==> config.mk <==
export PLATFORM = sky130hd
export DESIGN_NAME = rsa_operand_loader_flat
export DESIGN_NICKNAME = d
export VERILOG_FILES = /design/src/rtl/rsa_operand_loader_if.sv /design/src/rtl/rsa_operand_loader.sv /design/src/flat_wrapper.sv
export SDC_FILE = /design/constraint.sdc
export NUM_CORES = 1
export LEC_CHECK = 0
export CORE_ASPECT_RATIO = 0.8
export CORE_MARGIN = 2
export CORE_UTILIZATION = 45
export DETAILED_ROUTE_END_ITERATION = 7
export GPL_ROUTABILITY_DRIVEN = 0
export PLACE_DENSITY = 0.72
export REMOVE_ABC_BUFFERS = 1
export SYNTH_ARGS = -nofsm -noshare
export SYNTH_HDL_FRONTEND = slang
export SYNTH_SLANG_ARGS = --single-unit
==> constraint.sdc <==
create_clock -name clk -period 2.16 [get_ports clk]
set_input_delay 0.432 -clock clk [delete_from_list [all_inputs] [get_ports clk]]
set_output_delay 0.432 -clock clk [all_outputs]
set_load 0.02 [all_outputs]
==> src/rtl/rsa_operand_loader_if.sv <==
`default_nettype none
//------------------------------------------------------------------------------
// Module   : rsa_operand_loader_if
// Purpose  : Bundles the host write bus, the crypt-core handshake and the
//            status outputs of the RSA operand loader.
// Signals  : wr_valid/wr_addr/wr_data - host word write (addr 3 = command)
//            eoc                      - end of conversion from the crypt core
//            P_o/E_o/M_o              - operand registers feeding the core
//            start                    - one-cycle start pulse to the core
//            busy/done/err            - run status
// Modports : master - host/core side, slave - the loader
// Revision : 1.0 - initial release
//------------------------------------------------------------------------------
interface rsa_operand_loader_if #(
   parameter int WIDTH = 10
);
   logic             wr_valid;
   logic [1:0]       wr_addr;
   logic [WIDTH-1:0] wr_data;
   logic             eoc;
   logic [WIDTH-1:0] P_o;
   logic [WIDTH-1:0] E_o;
   logic [WIDTH-1:0] M_o;
   logic             start;
   logic             busy;
   logic             done;
   logic [1:0]       err;

   modport master (
      output wr_valid, wr_addr, wr_data, eoc,
      input  P_o, E_o, M_o, start, busy, done, err
   );

   modport slave (
      input  wr_valid, wr_addr, wr_data, eoc,
      output P_o, E_o, M_o, start, busy, done, err
   );
endinterface
`default_nettype wire

==> src/rtl/rsa_operand_loader.sv <==
`default_nettype none
//------------------------------------------------------------------------------
// Module   : rsa_operand_loader
// Purpose  : Input-side front end of the RSA modular-exponentiation datapath.
//            Captures plaintext/exponent/modulus words from the host,
//            validates them on a go command, issues a one-cycle start to the
//            crypt core, watches for end-of-conversion with a timeout and
//            reports busy, sticky done and sticky first-error status.
// Ports    : clk  - rising-edge clock
//            rstb - synchronous active-low reset
//            en   - clock enable, every register holds while low
//            bus  - rsa_operand_loader_if.slave (write bus, eoc, operands,
//                   start, busy, done, err)
// Params   : WIDTH   - operand/data width in bits (>= 2)
//            TIMEOUT - RUN cycles allowed before abort
// Revision : 1.0 - initial release
//------------------------------------------------------------------------------
module rsa_operand_loader #(
   parameter int WIDTH   = 10,
   parameter int TIMEOUT = 1024
) (
   input  wire logic           clk,
   input  wire logic           rstb,
   input  wire logic           en,
   rsa_operand_loader_if.slave bus
);

   localparam int             c_CW       = (TIMEOUT > 1) ? $clog2(TIMEOUT) : 1;
   localparam logic [c_CW-1:0] c_CNT_LAST = c_CW'(TIMEOUT - 1);

   localparam logic [1:0] c_ERR_NONE    = 2'b00;
   localparam logic [1:0] c_ERR_ILLEGAL = 2'b01;
   localparam logic [1:0] c_ERR_OPERAND = 2'b10;
   localparam logic [1:0] c_ERR_TIMEOUT = 2'b11;

   typedef enum logic [1:0] {
      S_IDLE  = 2'd0,
      S_START = 2'd1,
      S_RUN   = 2'd2
   } state_t;

   state_t           r_state;
   logic [WIDTH-1:0] r_p;
   logic [WIDTH-1:0] r_e;
   logic [WIDTH-1:0] r_m;
   logic [2:0]       r_loaded;   // {M, E, P}
   logic             r_start;
   logic             r_busy;
   logic             r_done;
   logic [1:0]       r_err;
   logic [c_CW-1:0]  r_cnt;

   // Write decode. One write per cycle, so an operand write, a go and a
   // clear can never coincide.
   logic w_wr_operand;
   logic w_wr_cmd;
   logic w_go;
   logic w_clear;
   logic w_all_loaded;
   logic w_bad_operand;
   logic w_timeout;

   assign w_wr_operand  = bus.wr_valid && (bus.wr_addr != 2'd3);
   assign w_wr_cmd      = bus.wr_valid && (bus.wr_addr == 2'd3);
   assign w_clear       = w_wr_cmd && bus.wr_data[1];
   // A clear in the same word masks go.
   assign w_go          = w_wr_cmd && bus.wr_data[0] && !bus.wr_data[1];
   assign w_all_loaded  = &r_loaded;
   assign w_bad_operand = (r_m == '0) || (r_p >= r_m);
   // eoc has priority over the timeout in the same cycle.
   assign w_timeout     = (r_state == S_RUN) && !bus.eoc && (r_cnt == c_CNT_LAST);

   // Error raised by this cycle's activity; committed only if err is still
   // clear, which gives first-error-wins behaviour.
   logic [1:0] w_err_code;

   always_comb begin
      w_err_code = c_ERR_NONE;
      case (r_state)
         S_IDLE: begin
            if (w_go) begin
               if (!w_all_loaded) begin
                  w_err_code = c_ERR_ILLEGAL;
               end else if (w_bad_operand) begin
                  w_err_code = c_ERR_OPERAND;
               end
            end
         end
         S_START: begin
            if (w_wr_operand || w_go) begin
               w_err_code = c_ERR_ILLEGAL;
            end
         end
         S_RUN: begin
            if (w_timeout) begin
               w_err_code = c_ERR_TIMEOUT;
            end else if (w_wr_operand || w_go) begin
               w_err_code = c_ERR_ILLEGAL;
            end
         end
         default: w_err_code = c_ERR_NONE;
      endcase
   end

   always_ff @(posedge clk) begin
      if (!rstb) begin
         r_state  <= S_IDLE;
         r_p      <= '0;
         r_e      <= '0;
         r_m      <= '0;
         r_loaded <= 3'b000;
         r_start  <= 1'b0;
         r_busy   <= 1'b0;
         r_done   <= 1'b0;
         r_err    <= c_ERR_NONE;
         r_cnt    <= '0;
      end else if (en) begin
         case (r_state)
            S_IDLE: begin
               if (w_wr_operand) begin
                  case (bus.wr_addr)
                     2'd0: begin
                        r_p         <= bus.wr_data;
                        r_loaded[0] <= 1'b1;
                     end
                     2'd1: begin
                        r_e         <= bus.wr_data;
                        r_loaded[1] <= 1'b1;
                     end
                     default: begin
                        r_m         <= bus.wr_data;
                        r_loaded[2] <= 1'b1;
                     end
                  endcase
               end else if (w_go && w_all_loaded && !w_bad_operand) begin
                  r_state <= S_START;
                  r_start <= 1'b1;
                  r_busy  <= 1'b1;
                  r_done  <= 1'b0;
               end
            end

            // Start is held for exactly one enabled cycle; eoc is not
            // looked at here because the core cannot have finished yet.
            S_START: begin
               r_start <= 1'b0;
               r_state <= S_RUN;
               r_cnt   <= '0;
            end

            S_RUN: begin
               if (bus.eoc) begin
                  r_state <= S_IDLE;
                  r_busy  <= 1'b0;
                  r_done  <= 1'b1;
               end else if (w_timeout) begin
                  r_state <= S_IDLE;
                  r_busy  <= 1'b0;
               end else begin
                  r_cnt <= r_cnt + c_CW'(1);
               end
            end

            default: begin
               r_state <= S_IDLE;
               r_start <= 1'b0;
               r_busy  <= 1'b0;
            end
         endcase

         // Clear works in any state without touching the run or operands.
         if (w_clear) begin
            r_done   <= 1'b0;
            r_err    <= c_ERR_NONE;
            r_loaded <= 3'b000;
         end else if ((r_err == c_ERR_NONE) && (w_err_code != c_ERR_NONE)) begin
            r_err <= w_err_code;
         end
      end
   end

   assign bus.P_o   = r_p;
   assign bus.E_o   = r_e;
   assign bus.M_o   = r_m;
   assign bus.start = r_start;
   assign bus.busy  = r_busy;
   assign bus.done  = r_done;
   assign bus.err   = r_err;

endmodule
`default_nettype wire

==> src/flat_wrapper.sv <==
// flat-port wrapper written by rule: the top's interface ports become plain ports
module rsa_operand_loader_flat 
#(
   parameter int WIDTH   = 10,
   parameter int TIMEOUT = 1024
)
  (clk, rstb, en, bus_wr_valid, bus_wr_addr, bus_wr_data, bus_eoc, bus_P_o, bus_E_o, bus_M_o, bus_start, bus_busy, bus_done, bus_err);
  rsa_operand_loader_if #(.WIDTH(WIDTH)) bus_i ();
  input  wire logic clk;
  input  wire logic rstb;
  input  wire logic en;
  input wire logic [$bits(bus_i.wr_valid)-1:0] bus_wr_valid;
  input wire logic [$bits(bus_i.wr_addr)-1:0] bus_wr_addr;
  input wire logic [$bits(bus_i.wr_data)-1:0] bus_wr_data;
  input wire logic [$bits(bus_i.eoc)-1:0] bus_eoc;
  output wire logic [$bits(bus_i.P_o)-1:0] bus_P_o;
  output wire logic [$bits(bus_i.E_o)-1:0] bus_E_o;
  output wire logic [$bits(bus_i.M_o)-1:0] bus_M_o;
  output wire logic [$bits(bus_i.start)-1:0] bus_start;
  output wire logic [$bits(bus_i.busy)-1:0] bus_busy;
  output wire logic [$bits(bus_i.done)-1:0] bus_done;
  output wire logic [$bits(bus_i.err)-1:0] bus_err;
  assign bus_i.wr_valid = bus_wr_valid;
  assign bus_i.wr_addr = bus_wr_addr;
  assign bus_i.wr_data = bus_wr_data;
  assign bus_i.eoc = bus_eoc;
  assign bus_P_o = bus_i.P_o;
  assign bus_E_o = bus_i.E_o;
  assign bus_M_o = bus_i.M_o;
  assign bus_start = bus_i.start;
  assign bus_busy = bus_i.busy;
  assign bus_done = bus_i.done;
  assign bus_err = bus_i.err;
  rsa_operand_loader #(.WIDTH(WIDTH), .TIMEOUT(TIMEOUT)) u_core (.clk(clk), .rstb(rstb), .en(en), .bus(bus_i));
endmodule
==> flow_summary.toml, run 1 <==
[status]
status = "complete, no violations"

[synth]
synth_edf_count = 0
synth-simple-area-share_pct = 21.8
synth-seq-cells = 50
synthArstFlopShare_pct = 0
syn_avg_cell_area_um2 = 9.35
synth_top_family_by_area = "simple AND/OR/NAND/NOR gates"
synth_compound_area_share_pct = 12.3
ys_top_cells_by_count = "dfxtp_1, nor2b_1, mux2i_1, inv_1, nor2_1"
yosysSeqAreaShare_pct = 40.6
muxShareOfSynthArea_pct = 12.2
synthesis.area_um2 = 2470
synthCells = 264
synth-xor-area-share_pct = 2.84
synthTopCellsByArea = "dfxtp_1, mux2i_1, nor2b_1, ha_1, xor2_1"
synth_adder_area_share_pct = 5.58
synthMostInstantiatedCell = "dfxtp_1"
netlist.area_leader.share_pct = 40.6
synth.yosys.warnings = 0
ys.flop_type = "dfxtp_1"
synth_top_area_cell = "dfxtp_1"
synth_cell_types = 41

[route]
met3_length_um = 238
avgRoutedWirePerCell_um = 14.5
firstDrtPassIters = 4
route.top_layer_used = "met4"
drc = 0
drt_first_iter_violations = 74
ant_nets = 0
wirelength_met1_um = 2920
via_per_inst = 5.30
totalWireLength_um = 5610
routed-via-count = 2050
wl_met2_um = 2390

[floorplan]
die-height_um = 70.2
row_count = 24
die_w_um = 86.8
dieArea_um2 = 6090
io-pin-count = 52
coreArea_um2 = 5380
start_util_pct = 45.9

[timing]
final.setup.tns_ns = 0
fin_ws_ns = 0.303
hold_violations = 0
worst_clock_skew_ns = 0.00763
finalSetupViolations = 0
drv_slew = 0
timing.final.crit_period_ns = 1.86
rsz0062_at_grt = "false"
relSlewSlack_pct = 55.4
min_period_over_period_pct = 86.0
timing.fmax_ghz = 0.538
tightest_slew_ns = 0.663

[power]
cellPowerDensity_nw_per_um2 = 550
p_leak_nw = 1.29
vdd_drop_max_v = 0.000302

[cts]
clockBufferDepth = 2
clkTransAtPathRegs_ns = 0.10
clock-sinks = 50
cts_tree = "built"
clock_latency_ns = 0.30
postCtsResizedCells = 0
cts_inserted_buffers = 5
htreeDepth = 2
cts_root_buffer = "clkbuf_8"
cts_setup_buffers = 0
cts_hold_buf = 0

[global_route]
grt_pass1_wl_um = 9140
grt_pass1_vias = 1902
grt_overflow_total = 0
grt_antenna_before_repair = 0
grtUsageTotal_pct = 18.6
grt_max_degree = 33

[final_layout]
fin_area_um2 = 3210
final_nets = 349
final_layout_size_suffix_gt1_share_pct = 6.83
fillers = 477
area_growth_pct = 30.1
fin_cells = 387
final_core_util_pct = 59.7
num_antenna_cells = 0

[place]
place_area_um2 = 3100
place_ws_ns = 0.0740
place_inst = 379
hpwlAfterDp_um = 4010
port_buffers = 51

[setup_path]
worstPathRequired_ns = 2.36
start_kind = "flop"
cp_max_fo = 4
worstSetupPathType = "flop to flop"
cp-end-kind = "flop"
arrival_ns = 2.05

[run]
cap_viol_max_count = 0

[min_path]
hold_class = "flop to flop"
-- critical path, stage by stage (launching register included) --
cell and delay, ns:
dfxtp_1 0.41, inv_1 0.06, ha_1 0.31, a211o_1 0.26, a21oi_1 0.12, o21a_1 0.18, o21ai_0 0.13, a32o_1 0.27
-- sequential cells by signal (all words and copies together), names as in the netlist --
signal and cells:
u_core.r_state 2, u_core.bus.busy 1, u_core.r_loaded 3, u_core.r_cnt 10, u_core.bus.done 1, u_core.bus.err 2
u_core.bus.M_o 10, u_core.bus.E_o 10, u_core.bus.start 1, u_core.bus.P_o 10
-- logic make-up after synthesis --
group | Yosys count
AO/OA/AOI/OAI | 43
XOR/XNOR | 8
adder cells (fa/ha/maj) | 11
buffers and inverters | 28
flip-flops | 50
multiplexers | 30
AND/OR/NAND/NOR | 94
-- per-stage QoR --
| step | power (mW) | hold WS, ns |
|---|---|---|
| after CTS | 1.78 | 0.465 |
| after floorplan | 1.06 | 0.431 |
| after detailed placement | 1.18 | 0.452 |
| final | 1.76 | 0.462 |
| after global routing | 1.83 | 0.487 |
| after global placement | 1.17 | 0.441 |
-- layout make-up --
type	count	area (µm²)	area share [%]
well taps	65	81.3	2.53
multi-input cells	186	1360	42.3
clock inverters	1	8.76	0.273
clock buffers	7	96.3	3.00
repair buffers	62	606	18.9
flip-flops and latches	50	1000	31.2
inverters	16	60.1	1.87
-- per-layer routing --
layer  vias up  GRT usage, %
li1       1042             -
met1       945          28.1
met2        54          26.9
met3         9          3.78
met4         0          4.86
met5         -             0
-- path summary, 6_finish.rpt --
check	cells after the start	end	slack [ns]	from
worst max-delay path	7	u_core.bus.err[1]	0.30	u_core.bus.M_o[3]
worst min-delay path	2	u_core.r_loaded[2]	0.46	u_core.r_loaded[2]
worst max register to register	7	u_core.bus.err[1]	0.30	u_core.bus.M_o[3]
worst min register to register	2	u_core.r_loaded[2]	0.46	u_core.r_loaded[2]
-- placed cells by master (no fill, tap or decap), types with 2 or more instances in the layout --
cell              n
or4_1             2
and3_1            5
clkdlybuf4s50_1  51
nand4_1           4
xor2_1            8
nor4_1            2
o211ai_1          5
dfxtp_1          50
nand2_1          12
a21boi_0          3
inv_1            16
o21ai_0          11
mux2i_1          30
ha_1             11
a21oi_1           4
nand3_1           8
and2_1            3
and4_1            3
o21a_1            5
buf_4            10
clkbuf_8          7
nor2b_1          34
nor2_1           15
a31oi_1           2
o2111ai_1         4
-- power by group --
part	switching, mW	total, mW	internal (mW)
sequential	0.0112	0.947	0.936
combinational	0.102	0.209	0.107
clock	0.314	0.608	0.294
total	0.427	1.76	1.34
Power figures use the tool's default switching activity.
==> inputs of run 2 (changes only) <==
PLACE_DENSITY = 0.75   (was 0.72)
clock period = 1.5 ns   (was 2.16 ns; I/O delays follow)
==> run 2 against run 1 <==
Effect of this change:
- the flow now finishes with violations (setup timing)
- register-to-register slack got worse by 0.41 ns
- count of clock-buffer cells in the layout decreased by 2
- sequential share of layout area decreased by 4.7 points
- non-clock buffer count increased by 51
- sequential power increased by 44%
- global-route usage increased by 4.9 points
- fmax increased by 15%
- flip-flop and latch count unchanged
- highest routed layer unchanged
==> flow_summary.toml, run 2 (same netlist as run 1, synthesis figures left out) <==
[final_layout]
final_layout_size_suffix_gt1_share_pct = 30.5
fillers = 423
multiInputGateArea_um2 = 1580
final_common_cell = "buf_4"
num_antenna_cells = 0
area_growth_pct = 55.0
layout_common_cells = "buf_4, dfxtp_1, dlygate4sd2_1"
fin_area_um2 = 3820
fin_cells = 439
ff_latch_area_um2 = 1010
final_nets = 401

[power]
vdd_drop_max_v = 0.000479
cellPowerDensity_nw_per_um2 = 718
fin_total_pwr_mw = 2.75
p_leak_nw = 1.75

[timing]
tightest_slew_ns = 0.363
final.setup.tns_ns = -1.15
rsz0062_at_grt = "true"
relSlewSlack_pct = 75.6
hold_violations = 0
finalSetupViolations = 25
min_period_over_period_pct = 107
drv_slew = 0
timing.fmax_ghz = 0.622
worst_clock_skew_ns = 0.00423
fin_ws_ns = -0.109
holdWs_ns = 0.472
timing.final.crit_period_ns = 1.61

[cts]
cts_inserted_buffers = 5
htreeDepth = 2
cts_tree = "built"
cts_root_buffer = "clkbuf_8"
clockBufferDepth = 2
clock-sinks = 50
clock_latency_ns = 0.31
clkTransAtPathRegs_ns = 0.10

[floorplan]
die_w_um = 86.8
coreArea_um2 = 5380
row_count = 24
dieArea_um2 = 6090
io-pin-count = 52
die-height_um = 70.2
start_util_pct = 45.9

[place]
port_buffers = 51
hpwlAfterDp_um = 4710
place_area_um2 = 3460
place_inst = 428

[route]
drc = 0
firstDrtPassIters = 4
via_per_inst = 5.36
avgRoutedWirePerCell_um = 16.8
routed-via-count = 2354
ant_nets = 0
drt_first_iter_violations = 126
totalWireLength_um = 7380

[setup_path]
worstSetupPathType = "flop to flop"
cp_max_fo = 2
regToRegEndpoint = "u_core.bus.done"
reg2reg_from = "u_core.bus.M_o[3]"
r2r_cells = 8
cp-end-kind = "flop"
arrival_ns = 1.80
worstPathRequired_ns = 1.69
rrSetupSlack_ns = -0.11
start_kind = "flop"

[global_route]
grt_pass1_wl_um = 11300
grt_max_degree = 22
grt_antenna_before_repair = 0
grtUsageTotal_pct = 23.5
grt_overflow_total = 0
grt_pass1_vias = 2337

[run]
cap_viol_max_count = 0

[min_path]
whs_endpoint = "u_core.r_loaded[2]"
hp-start = "u_core.r_loaded[2]"
hold_class = "flop to flop"
hold_depth = 2

[status]
violations = "setup timing"
status = "finished with violations"
==> run 2: changes by cell type in the layout (fill, tap and decap cells not counted), sizes merged <==
cell / previous run / this run
clkdlybuf4s15: 0 / 1
bufinv: 0 / 1
dlygate4sd2: 0 / 39
clkbuf: 7 / 6
clkdlybuf4s50: 51 / 11
buf: 11 / 61
inv: 16 / 17
or4: 3 / 4
==> run 2: through the flow <==
| stage | setup WS, ns | utilization [%] |
|---|---|---|
| global route | -0.156 | 71.2 |
| floorplan | -0.506 | - |
| finish | -0.109 | 71.2 |
| global placement | -0.459 | 64.4 |
| detailed placement | -0.507 | 64.4 |
| CTS | -0.152 | 68.3 |
==> run 2: worst max-delay path, stage by stage (launching register included) <==
cell and delay (ns):
dfxtp_2 0.34, inv_2 0.05, ha_4 0.22, a211o_1 0.27, a21oi_2 0.12, o21a_1 0.19, buf_6 0.12, o211a_1 0.14
o22ai_2 0.06
==> run 2: what timing repair did <==
action,in CTS,in global routing
gates resized for setup,70,35
pin swaps,13,23
buffers inserted,1,0
hold buffers,0,0
cloned,1,2
setup endpoints to repair,72,50
==> run 2: how the worst max path moves through the flow <==
| stage | from | endpoint | slack [ns] | depth (start not counted) |
|---|---|---|---|---|
| after floorplan | u_core.r_state[0] | u_core.bus.P_o[0] | -0.51 | 4 |
| after global placement | en | u_core.bus.P_o[9] | -0.46 | 7 |
| after detailed placement | en | u_core.bus.P_o[0] | -0.51 | 7 |
| after CTS | u_core.bus.M_o[3] | u_core.bus.err[1] | -0.15 | 7 |
| after global routing | u_core.bus.M_o[3] | u_core.bus.done | -0.16 | 8 |
| final | u_core.bus.M_o[3] | u_core.bus.done | -0.11 | 8 |
==> run 2: final cells by class <==
type	instances	area share, %
clock buffer	5	1.80
clock inverter	3	1.14
inverter	16	1.57
multi-input combinational	187	41.4
sequential	50	26.5
tap	65	2.13
timing repair buffer	113	25.4
==> run 2: metal layers <==
layer | GRT usage [%] | routed length, µm | up-vias | part of all wire (%)
li1 | - | - | 1145 | -
met1 | 31.7 | 3230 | 1123 | 44
met2 | 37.9 | 3580 | 79 | 49
met3 | 5.20 | 508 | 7 | 6.9
met4 | 6.42 | 59 | 0 | 0.80
met5 | 0 | 0 | - | 0
==> run 2: power breakdown <==
part | internal (mW) | total [mW] | switching (mW)
Combinational | 0.208 | 0.407 | 0.199
Clock | 0.501 | 0.978 | 0.478
Sequential | 1.35 | 1.36 | 0.0135
Total | 2.06 | 2.75 | 0.690
==> inputs of run 3 (changes only) <==
GPL_ROUTABILITY_DRIVEN = unset   (was 0)
==> results of run 3 <==
No change in the layout: final DEF, timing and power equal those of run 2.
